File: src/rtl/ripple_count_ctrl_if.sv
// Handshake and counter-side signals of ripple_count_ctrl.
// The slave modport is the controller; the master modport is its environment.
interface ripple_count_ctrl_if #(
  parameter int LENGTH = 14
) ();
  logic              start;
  logic              stop;
  logic [LENGTH-1:0] cnt_value;
  logic              cnt_enable;
  logic              cnt_clear;
  logic              busy;
  logic [LENGTH-1:0] result;
  logic              result_valid;
  logic              result_ready;
  logic              overflow;
  logic              mismatch;

  modport master (
    output start, stop, cnt_value, result_ready,
    input  cnt_enable, cnt_clear, busy, result, result_valid, overflow, mismatch
  );

  modport slave (
    input  start, stop, cnt_value, result_ready,
    output cnt_enable, cnt_clear, busy, result, result_valid, overflow, mismatch
  );
endinterface

File: src/rtl/ripple_count_ctrl.sv
// Sequences an external ripple counter: clear, gated window, settle, capture,
// then cross-checks the captured count against a synchronous shadow count.
module ripple_count_ctrl #(
  parameter int LENGTH        = 14,
  parameter int CLR_CYCLES    = 2,
  parameter int SETTLE_CYCLES = 16
) (
  input logic               clk,
  input logic               reset,
  ripple_count_ctrl_if.slave bus
);

  localparam int MAX_TIMER = (CLR_CYCLES > SETTLE_CYCLES) ? CLR_CYCLES : SETTLE_CYCLES;
  localparam int TIMER_W   = $clog2(MAX_TIMER) + 1;
  localparam logic [LENGTH-1:0] OVF_AT = {{(LENGTH-1){1'b1}}, 1'b0};

  typedef enum logic [2:0] {
    IDLE,
    CLEAR,
    RUN,
    SETTLE,
    CAPTURE,
    DONE
  } state_t;

  state_t              state_q, state_d;
  logic [TIMER_W-1:0]  timer_q, timer_d;
  logic [LENGTH-1:0]   shadow_q, shadow_d;
  logic                ovf_flag_q, ovf_flag_d;
  logic                cnt_enable_q, cnt_enable_d;
  logic                cnt_clear_q, cnt_clear_d;
  logic                busy_q, busy_d;
  logic [LENGTH-1:0]   result_q, result_d;
  logic                result_valid_q, result_valid_d;
  logic                overflow_q, overflow_d;
  logic                mismatch_q, mismatch_d;

  always_comb begin
    state_d      = state_q;
    timer_d      = timer_q;
    shadow_d     = shadow_q;
    ovf_flag_d   = ovf_flag_q;
    result_d     = result_q;
    overflow_d   = overflow_q;
    mismatch_d   = mismatch_q;

    case (state_q)
      IDLE: begin
        if (bus.start) begin
          state_d    = CLEAR;
          timer_d    = TIMER_W'(CLR_CYCLES - 1);
          shadow_d   = '0;
          ovf_flag_d = 1'b0;
        end
      end
      CLEAR: begin
        if (timer_q == '0) state_d = RUN;
        else               timer_d = timer_q - TIMER_W'(1);
      end
      RUN: begin
        // The exit cycle is itself counted; stopping one short of all-ones keeps the count from wrapping.
        shadow_d = shadow_q + LENGTH'(1);
        if (bus.stop || (shadow_q == OVF_AT)) begin
          state_d    = SETTLE;
          timer_d    = TIMER_W'(SETTLE_CYCLES - 1);
          ovf_flag_d = (shadow_q == OVF_AT);
        end
      end
      SETTLE: begin
        if (timer_q == '0) state_d = CAPTURE;
        else               timer_d = timer_q - TIMER_W'(1);
      end
      CAPTURE: begin
        result_d   = bus.cnt_value;
        mismatch_d = (bus.cnt_value != shadow_q);
        overflow_d = ovf_flag_q;
        state_d    = DONE;
      end
      DONE: begin
        if (bus.result_ready) state_d = IDLE;
      end
      default: state_d = IDLE;
    endcase

    // Outputs are decoded from the next state so the registered copy matches the state it accompanies.
    cnt_enable_d   = (state_d == RUN);
    cnt_clear_d    = (state_d == CLEAR);
    busy_d         = (state_d != IDLE);
    result_valid_d = (state_d == DONE);
  end

  always_ff @(posedge clk) begin
    if (reset) begin
      state_q        <= IDLE;
      timer_q        <= '0;
      shadow_q       <= '0;
      ovf_flag_q     <= 1'b0;
      cnt_enable_q   <= 1'b0;
      cnt_clear_q    <= 1'b0;
      busy_q         <= 1'b0;
      result_q       <= '0;
      result_valid_q <= 1'b0;
      overflow_q     <= 1'b0;
      mismatch_q     <= 1'b0;
    end else begin
      state_q        <= state_d;
      timer_q        <= timer_d;
      shadow_q       <= shadow_d;
      ovf_flag_q     <= ovf_flag_d;
      cnt_enable_q   <= cnt_enable_d;
      cnt_clear_q    <= cnt_clear_d;
      busy_q         <= busy_d;
      result_q       <= result_d;
      result_valid_q <= result_valid_d;
      overflow_q     <= overflow_d;
      mismatch_q     <= mismatch_d;
    end
  end

  assign bus.cnt_enable   = cnt_enable_q;
  assign bus.cnt_clear    = cnt_clear_q;
  assign bus.busy         = busy_q;
  assign bus.result       = result_q;
  assign bus.result_valid = result_valid_q;
  assign bus.overflow     = overflow_q;
  assign bus.mismatch     = mismatch_q;

endmodule

File: src/flat_wrapper.sv
// flat-port wrapper written by rule: the top's interface ports become plain ports
module ripple_count_ctrl_flat 
#(
  parameter int LENGTH        = 14,
  parameter int CLR_CYCLES    = 2,
  parameter int SETTLE_CYCLES = 16
)
  (clk, reset, bus_start, bus_stop, bus_cnt_value, bus_result_ready, bus_cnt_enable, bus_cnt_clear, bus_busy, bus_result, bus_result_valid, bus_overflow, bus_mismatch);
  ripple_count_ctrl_if #(.LENGTH(LENGTH)) bus_i ();
  input logic clk;
  input logic reset;
  input wire logic [$bits(bus_i.start)-1:0] bus_start;
  input wire logic [$bits(bus_i.stop)-1:0] bus_stop;
  input wire logic [$bits(bus_i.cnt_value)-1:0] bus_cnt_value;
  input wire logic [$bits(bus_i.result_ready)-1:0] bus_result_ready;
  output wire logic [$bits(bus_i.cnt_enable)-1:0] bus_cnt_enable;
  output wire logic [$bits(bus_i.cnt_clear)-1:0] bus_cnt_clear;
  output wire logic [$bits(bus_i.busy)-1:0] bus_busy;
  output wire logic [$bits(bus_i.result)-1:0] bus_result;
  output wire logic [$bits(bus_i.result_valid)-1:0] bus_result_valid;
  output wire logic [$bits(bus_i.overflow)-1:0] bus_overflow;
  output wire logic [$bits(bus_i.mismatch)-1:0] bus_mismatch;
  assign bus_i.start = bus_start;
  assign bus_i.stop = bus_stop;
  assign bus_i.cnt_value = bus_cnt_value;
  assign bus_i.result_ready = bus_result_ready;
  assign bus_cnt_enable = bus_i.cnt_enable;
  assign bus_cnt_clear = bus_i.cnt_clear;
  assign bus_busy = bus_i.busy;
  assign bus_result = bus_i.result;
  assign bus_result_valid = bus_i.result_valid;
  assign bus_overflow = bus_i.overflow;
  assign bus_mismatch = bus_i.mismatch;
  ripple_count_ctrl #(.LENGTH(LENGTH), .CLR_CYCLES(CLR_CYCLES), .SETTLE_CYCLES(SETTLE_CYCLES)) u_core (.clk(clk), .reset(reset), .bus(bus_i));
endmodule
File: config.mk
export PLATFORM = sky130hd
export DESIGN_NAME = ripple_count_ctrl_flat
export DESIGN_NICKNAME = d
export VERILOG_FILES = /design/src/rtl/ripple_count_ctrl_if.sv /design/src/rtl/ripple_count_ctrl.sv /design/src/flat_wrapper.sv
export SDC_FILE = /design/constraint.sdc
export NUM_CORES = 1
export LEC_CHECK = 0
export ABC_AREA = 1
export CELL_PAD_IN_SITES_DETAIL_PLACEMENT = 1
export CELL_PAD_IN_SITES_GLOBAL_PLACEMENT = 1
export CORE_MARGIN = 2
export CORE_UTILIZATION = 33
export DETAILED_ROUTE_END_ITERATION = 12
export GPL_TIMING_DRIVEN = 1
export PLACE_DENSITY_LB_ADDON = 0.12
export SLEW_MARGIN = 30
export SYNTH_ARGS = -nofsm -noshare
export SYNTH_HDL_FRONTEND = slang
export SYNTH_SLANG_ARGS = --single-unit
File: constraint.sdc
create_clock -name clk -period 1.7 [get_ports clk]
set_input_delay 0.51 -clock clk [delete_from_list [all_inputs] [get_ports clk]]
set_output_delay 0.51 -clock clk [all_outputs]
set_load 0.02 [all_outputs]
== Word-level counts from Yosys, hierarchy flattened ==
Index checks and enable logic that the tools add are counted.

* Word-level logic and storage cells: 51
* Bits in registers: 43
* Input port bits: 19

* Multiplexer cells: 15
* Equal/unequal tests: 13
* Reductions and logical operators: 10
* $add $sub $neg: 2

{| class="wikitable"
|+ Operators by type and width
! operator !! count
|-
| $pmux 14 s2 || 1
|-
| $pmux 3 s6 || 1
|-
| $mux 3 || 5
|-
| $mux 5 || 3
|-
| $pmux 5 s3 || 1
|-
| $add 14x1->14 const B || 1
|-
| $eq 14x14->1 const B || 1
|-
| $mux 14 || 1
|-
| $ne 14x14->1 || 1
|-
| $eq 3x2->1 const B || 3
|-
| $eq 3x3->1 const B || 3
|-
| $eq 3x1->1 const B || 2
|-
| $reduce_bool 3->1 || 2
|-
| $logic_not 5->1 || 1
|-
| $sub 5x1->5 const B || 1
|-
| $ne 2x2->1 const B || 2
|-
| $reduce_and 4->1 || 1
|-
| $logic_not 3->1 || 1
|-
| $reduce_and 3->1 || 1
|-
| $mux 1 || 2
|-
| $ne 2x1->1 const B || 1
|-
| $pmux 1 s2 || 1
|-
| $reduce_and 2->1 || 1
|-
| $reduce_bool 2->1 || 1
|-
| 2 further kinds || 2
|}

== Longest topological paths before layout ==
* Word-level depth: 5
* Depth in mapped cells: 10
* Gate-level depth less buffers: 10

== Worst setup path after synthesis ==
OpenSTA, ideal clock, no wires.

* Path type: reg2reg
* Start point: reg u_core.shadow_q[0]
* End point: reg u_core.timer_q[3]
* Arrival: 1.159 ns
* Path buffers: 0
* Path slack: 0.429 ns
* Period minus slack after synthesis: 1.271 ns
* Cell stages (with the launch flop): 11
* Path through: dfxtp_1 > inv_1 > ha_1 > nand3_1 > nor2_1 > nand3_2 > nand3_2 > nand2_4 > inv_2 > nor2_1 > nor2_1

* Cells in the longest elaborated chain, start to end: 4

{| class="wikitable"
|+ Ends and longest elaborated chain
! what !! RTL line !! RTL
|-
| from (decl) || ripple_count_ctrl.sv:28 || <nowiki>logic [LENGTH-1:0] shadow_q, shadow_d;</nowiki>
|-
| from (signal assigned) || ripple_count_ctrl.sv:108 || <nowiki>shadow_q <= shadow_d;</nowiki>
|-
| $eq 14x14->1 || ripple_count_ctrl.sv:63 || <nowiki>if (bus.stop || (shadow_q == OVF_AT)) begin</nowiki>
|-
| $logic_or 1x1->1 || ripple_count_ctrl.sv:63 ||
|-
| $ne 2x1->1 (no line) || -- ||
|-
| $reduce_and 4->1 (no line) || -- ||
|-
| to (signal assigned) || ripple_count_ctrl.sv:107 || <nowiki>timer_q <= timer_d;</nowiki>
|-
| to (decl) || ripple_count_ctrl.sv:27 || <nowiki>logic [TIMER_W-1:0] timer_q, timer_d;</nowiki>
|}

Every way passes these cells.
A chain may end at the register's enable or synchronous reset.

== Worst setup path in the final report ==
* Start point: reg u_core.shadow_q[0]
* End point: reg u_core.shadow_q[6]

* Cells in the longest elaborated chain, start to end: 2

{| class="wikitable"
|+ Ends and longest elaborated chain
! what !! RTL line !! RTL
|-
| $add 14x1->14 || ripple_count_ctrl.sv:62 || <nowiki>shadow_d = shadow_q + LENGTH'(1);</nowiki>
|-
| $pmux 14 s2 || ripple_count_ctrl.sv:47 || <nowiki>case (state_q)</nowiki>
|}

Every way passes these cells.

==> impl_metrics.ini <==
[cells_and_area]
design_area_sq_um = 2815
nFillCells = 821
fin_cells = 439
drive_above_1_share_pct = 11.33
syn_to_final_growth_pct = 27.84
nets = 384
diodes = 0

[worst_setup_path]
r2r-start = u_core.shadow_q[0]$_SDFFE_PP0P_
critPathLaunch = u_core.shadow_q[0]$_SDFFE_PP0P_
crit_chain = ha_1, nand2_1, nor2_1, nand2_1, nand2_1, o211ai_1, o211ai_1, inv_1
worstPathRequired_ps = 1900
crit_path_max_incr_delay_ps = 450
cp_max_fo = 6
cp.arrival_ps = 1740
cp-end-kind = register
slowest_stage = dfxtp_1
r2r_cells = 8
crit_type = reg2reg
cpMostUsedCell = nand2_1
r2r-end = u_core.shadow_q[6]$_SDFFE_PP0P_
startpoint_type = register
r2r_slack_ps = 160

[synth]
syn_area_sq_um = 2202
synth_largest_area_cell = dfxtp_1
synth_warnings = 0
synth.distinct_cells = 30
yosysSeqAreaShare_pct = 39.09
synth_fp_nets = 338
avgSynthCellArea_sq_um = 6.991
synth_top_area_share_pct = 39.09
synthCells = 315
ys_ff_latch = 43
netlist_top_cells_area = dfxtp_1, nor2_1, nand2_1

[floorplanning]
die_w_microns = 85.69
placeableCoreArea_sq_um = 6386
fp.dieH_microns = 85.69
dieArea_sq_um = 7343
pin_count = 39
initial_core_util_pct = 34.48
rows = 29

[routing]
finalWirelength_microns = 5806
firstDrtPassIters = 4
routedWlPerCell_microns = 13.23
avgViaCountPerCell = 4.733
vias = 2078
antenna_left = 0
drtIter0Drc = 70
drc = 0

[clock_tree]
clock_sinks = 43
cts_max_path_buffers = 2
cts_root_buffer = clkbuf_8
cts_hold_buf = 0
ctsResizeCount = 20
cts_buffers = 5
cts_tree = yes
post_cts_buffers = 0
cts.clk_slew.worst_paths_ps = 80
insertion_delay_ps = 300
htreeDepth = 2

[pwr]
power.density_nw_per_um2 = 1114
total_power_mw = 3.136
leakagePower_nw = 1.219
peakVddDrop_uv = 781.4

[sta]
fmax_mhz = 649.5
setup_violations = 0
worst_pin_slew_ps = 325.7
drv_slew = 0
timing.slew.headroom_pct = 78.26
hold_violations = 0
min_period_ps = 1540
skew_ps = 5.092
tns_ps = 0
period_share_pct = 90.57
whs_ps = 464.6
rsz0062_at_grt = no

[global_routing]
grt_pass1_vias = 2012
antenna_found_initial = 0
grt_pass1_wl_microns = 9860
grt_max_degree = 28
gr-total-overflow = 0
grt_util_all_layers_pct = 16.89

[run_status]
status = finished clean

[worst_hold_path]
hp-class = reg2reg
whs_endpoint = u_core.bus.overflow$_SDFFE_PP0N_
whs_path_depth = 2
hold_start = u_core.ovf_flag_q$_SDFFE_PP0P_

[placement]
dp.cells = 431
gp_congestion = 0.7578
dp_hpwl_microns = 4586
portBuffers = 38
place_area_sq_um = 2708

[job]
drv_cap = 0
-- metal layers --
layer  up-vias  wire length, microns  global-route usage (%)
met3         8                   199                   2.695
met1       944                  3001                   23.95
met2        31                  2526                   25.92
met5         -                     0                       0
li1       1095                     -                       -
met4         0                    79                   6.061
-- placed cells by master, fill, tap and decap left out, types with 5 or more instances in the layout --
cell             instances
nor2_1                  60
inv_1                   27
o21ai_0                 27
inv_2                    7
buf_4                    8
a21oi_1                 17
nand2_1                 59
dfxtp_1                 43
clkbuf_8                 5
xnor2_1                 12
clkdlybuf4s50_1         18
nand2_2                  5
dlygate4sd2_1           20
nand3_1                 15
-- registers in the layout, indices dropped and copies added, names as in the netlist --
register,count
u_core.bus.busy,1
u_core.bus.cnt_clear,1
u_core.bus.cnt_enable,1
u_core.bus.mismatch,1
u_core.bus.overflow,1
u_core.bus.result,14
u_core.bus.result_valid,1
u_core.ovf_flag_q,1
u_core.shadow_q,14
u_core.state_q,3
u_core.timer_q,5
-- cell usage after synthesis (all sizes together) --
| library cell | n |
|---|---|
| nand2 | 68 |
| nor2 | 65 |
| dfxtp | 43 |
| inv | 34 |
| o21ai | 30 |
| a21oi | 17 |
| nand3 | 17 |
| xnor2 | 12 |
| buf | 5 |
| ha | 4 |
| nor3 | 4 |
| clkbuf | 3 |
| nand4 | 3 |
| nand3b | 2 |
| o211ai | 2 |
| or2 | 2 |
| xor2 | 2 |
| a211oi | 1 |
| o22ai | 1 |
-- worst max-delay path, delay by kind of cell, from the launching register on --
kind,cells,cell delay (ps)
AND/OR/NAND/NOR,4,540
adder cells (fa/ha/maj),1,210
AO/OA/AOI/OAI,2,180
buffers and inverters,1,50
flip-flops,1,450
-- per-stage QoR --
step / util (%) / setup WS, ps
finish: 44.08 / 160.4
global route: 44.08 / 20.49
CTS: 44.08 / 152.7
detailed placement: 42.40 / -43.74
global placement: 42.40 / 4.779
floorplan: - / 428.7
-- cell families (layout without fill, tap and decap cells) --
kind of cell | Yosys count | in the layout | synth area share, %
AO/OA/AOI/OAI | 51 | 51 | 11.99
AND/OR/NAND/NOR | 161 | 161 | 32.95
flip-flops | 43 | 43 | 39.09
XOR/XNOR | 14 | 14 | 5.568
adder cells (fa/ha/maj) | 4 | 4 | 2.273
buffers and inverters | 42 | 89 | 8.125
-- report_power, final --
part | internal (mW) | total [mW] | leakage, nW | switching, mW
combinational | 0.365 | 0.977 | 0.805 | 0.612
sequential | 1.12 | 1.20 | 0.349 | 0.0815
clock | 0.588 | 0.959 | 0.0654 | 0.371
total | 2.07 | 3.14 | 1.22 | 1.06
-- worst max path at each step --
| stage | cells past startpoint | to | slack [ps] |
|---|---|---|---|
| floorplan | 10 | u_core.timer_q[3]$_SDFFE_PP0P_ | 430 |
| global placement | 9 | u_core.shadow_q[9]$_SDFFE_PP0P_ | 5 |
| detailed placement | 7 | u_core.shadow_q[11]$_SDFFE_PP0P_ | -40 |
| CTS | 8 | u_core.shadow_q[6]$_SDFFE_PP0P_ | 150 |
| global route | 9 | u_core.bus.busy$_SDFF_PP0_ | 20 |
| finish | 8 | u_core.shadow_q[6]$_SDFFE_PP0P_ | 160 |
-- area by class of cell --
class                   count  area [sq um]  area share, %
clock inverters             2         60.06          2.133
inverters                  34         127.6          4.533
well taps                  77         96.34          3.422
clock buffers               6         72.57          2.578
multi-input cells         230          1162          41.29
flip-flops and latches     43         860.8          30.58
repair buffers             47         435.4          15.47
No activity file was read; power rests on OpenSTA's default activity.
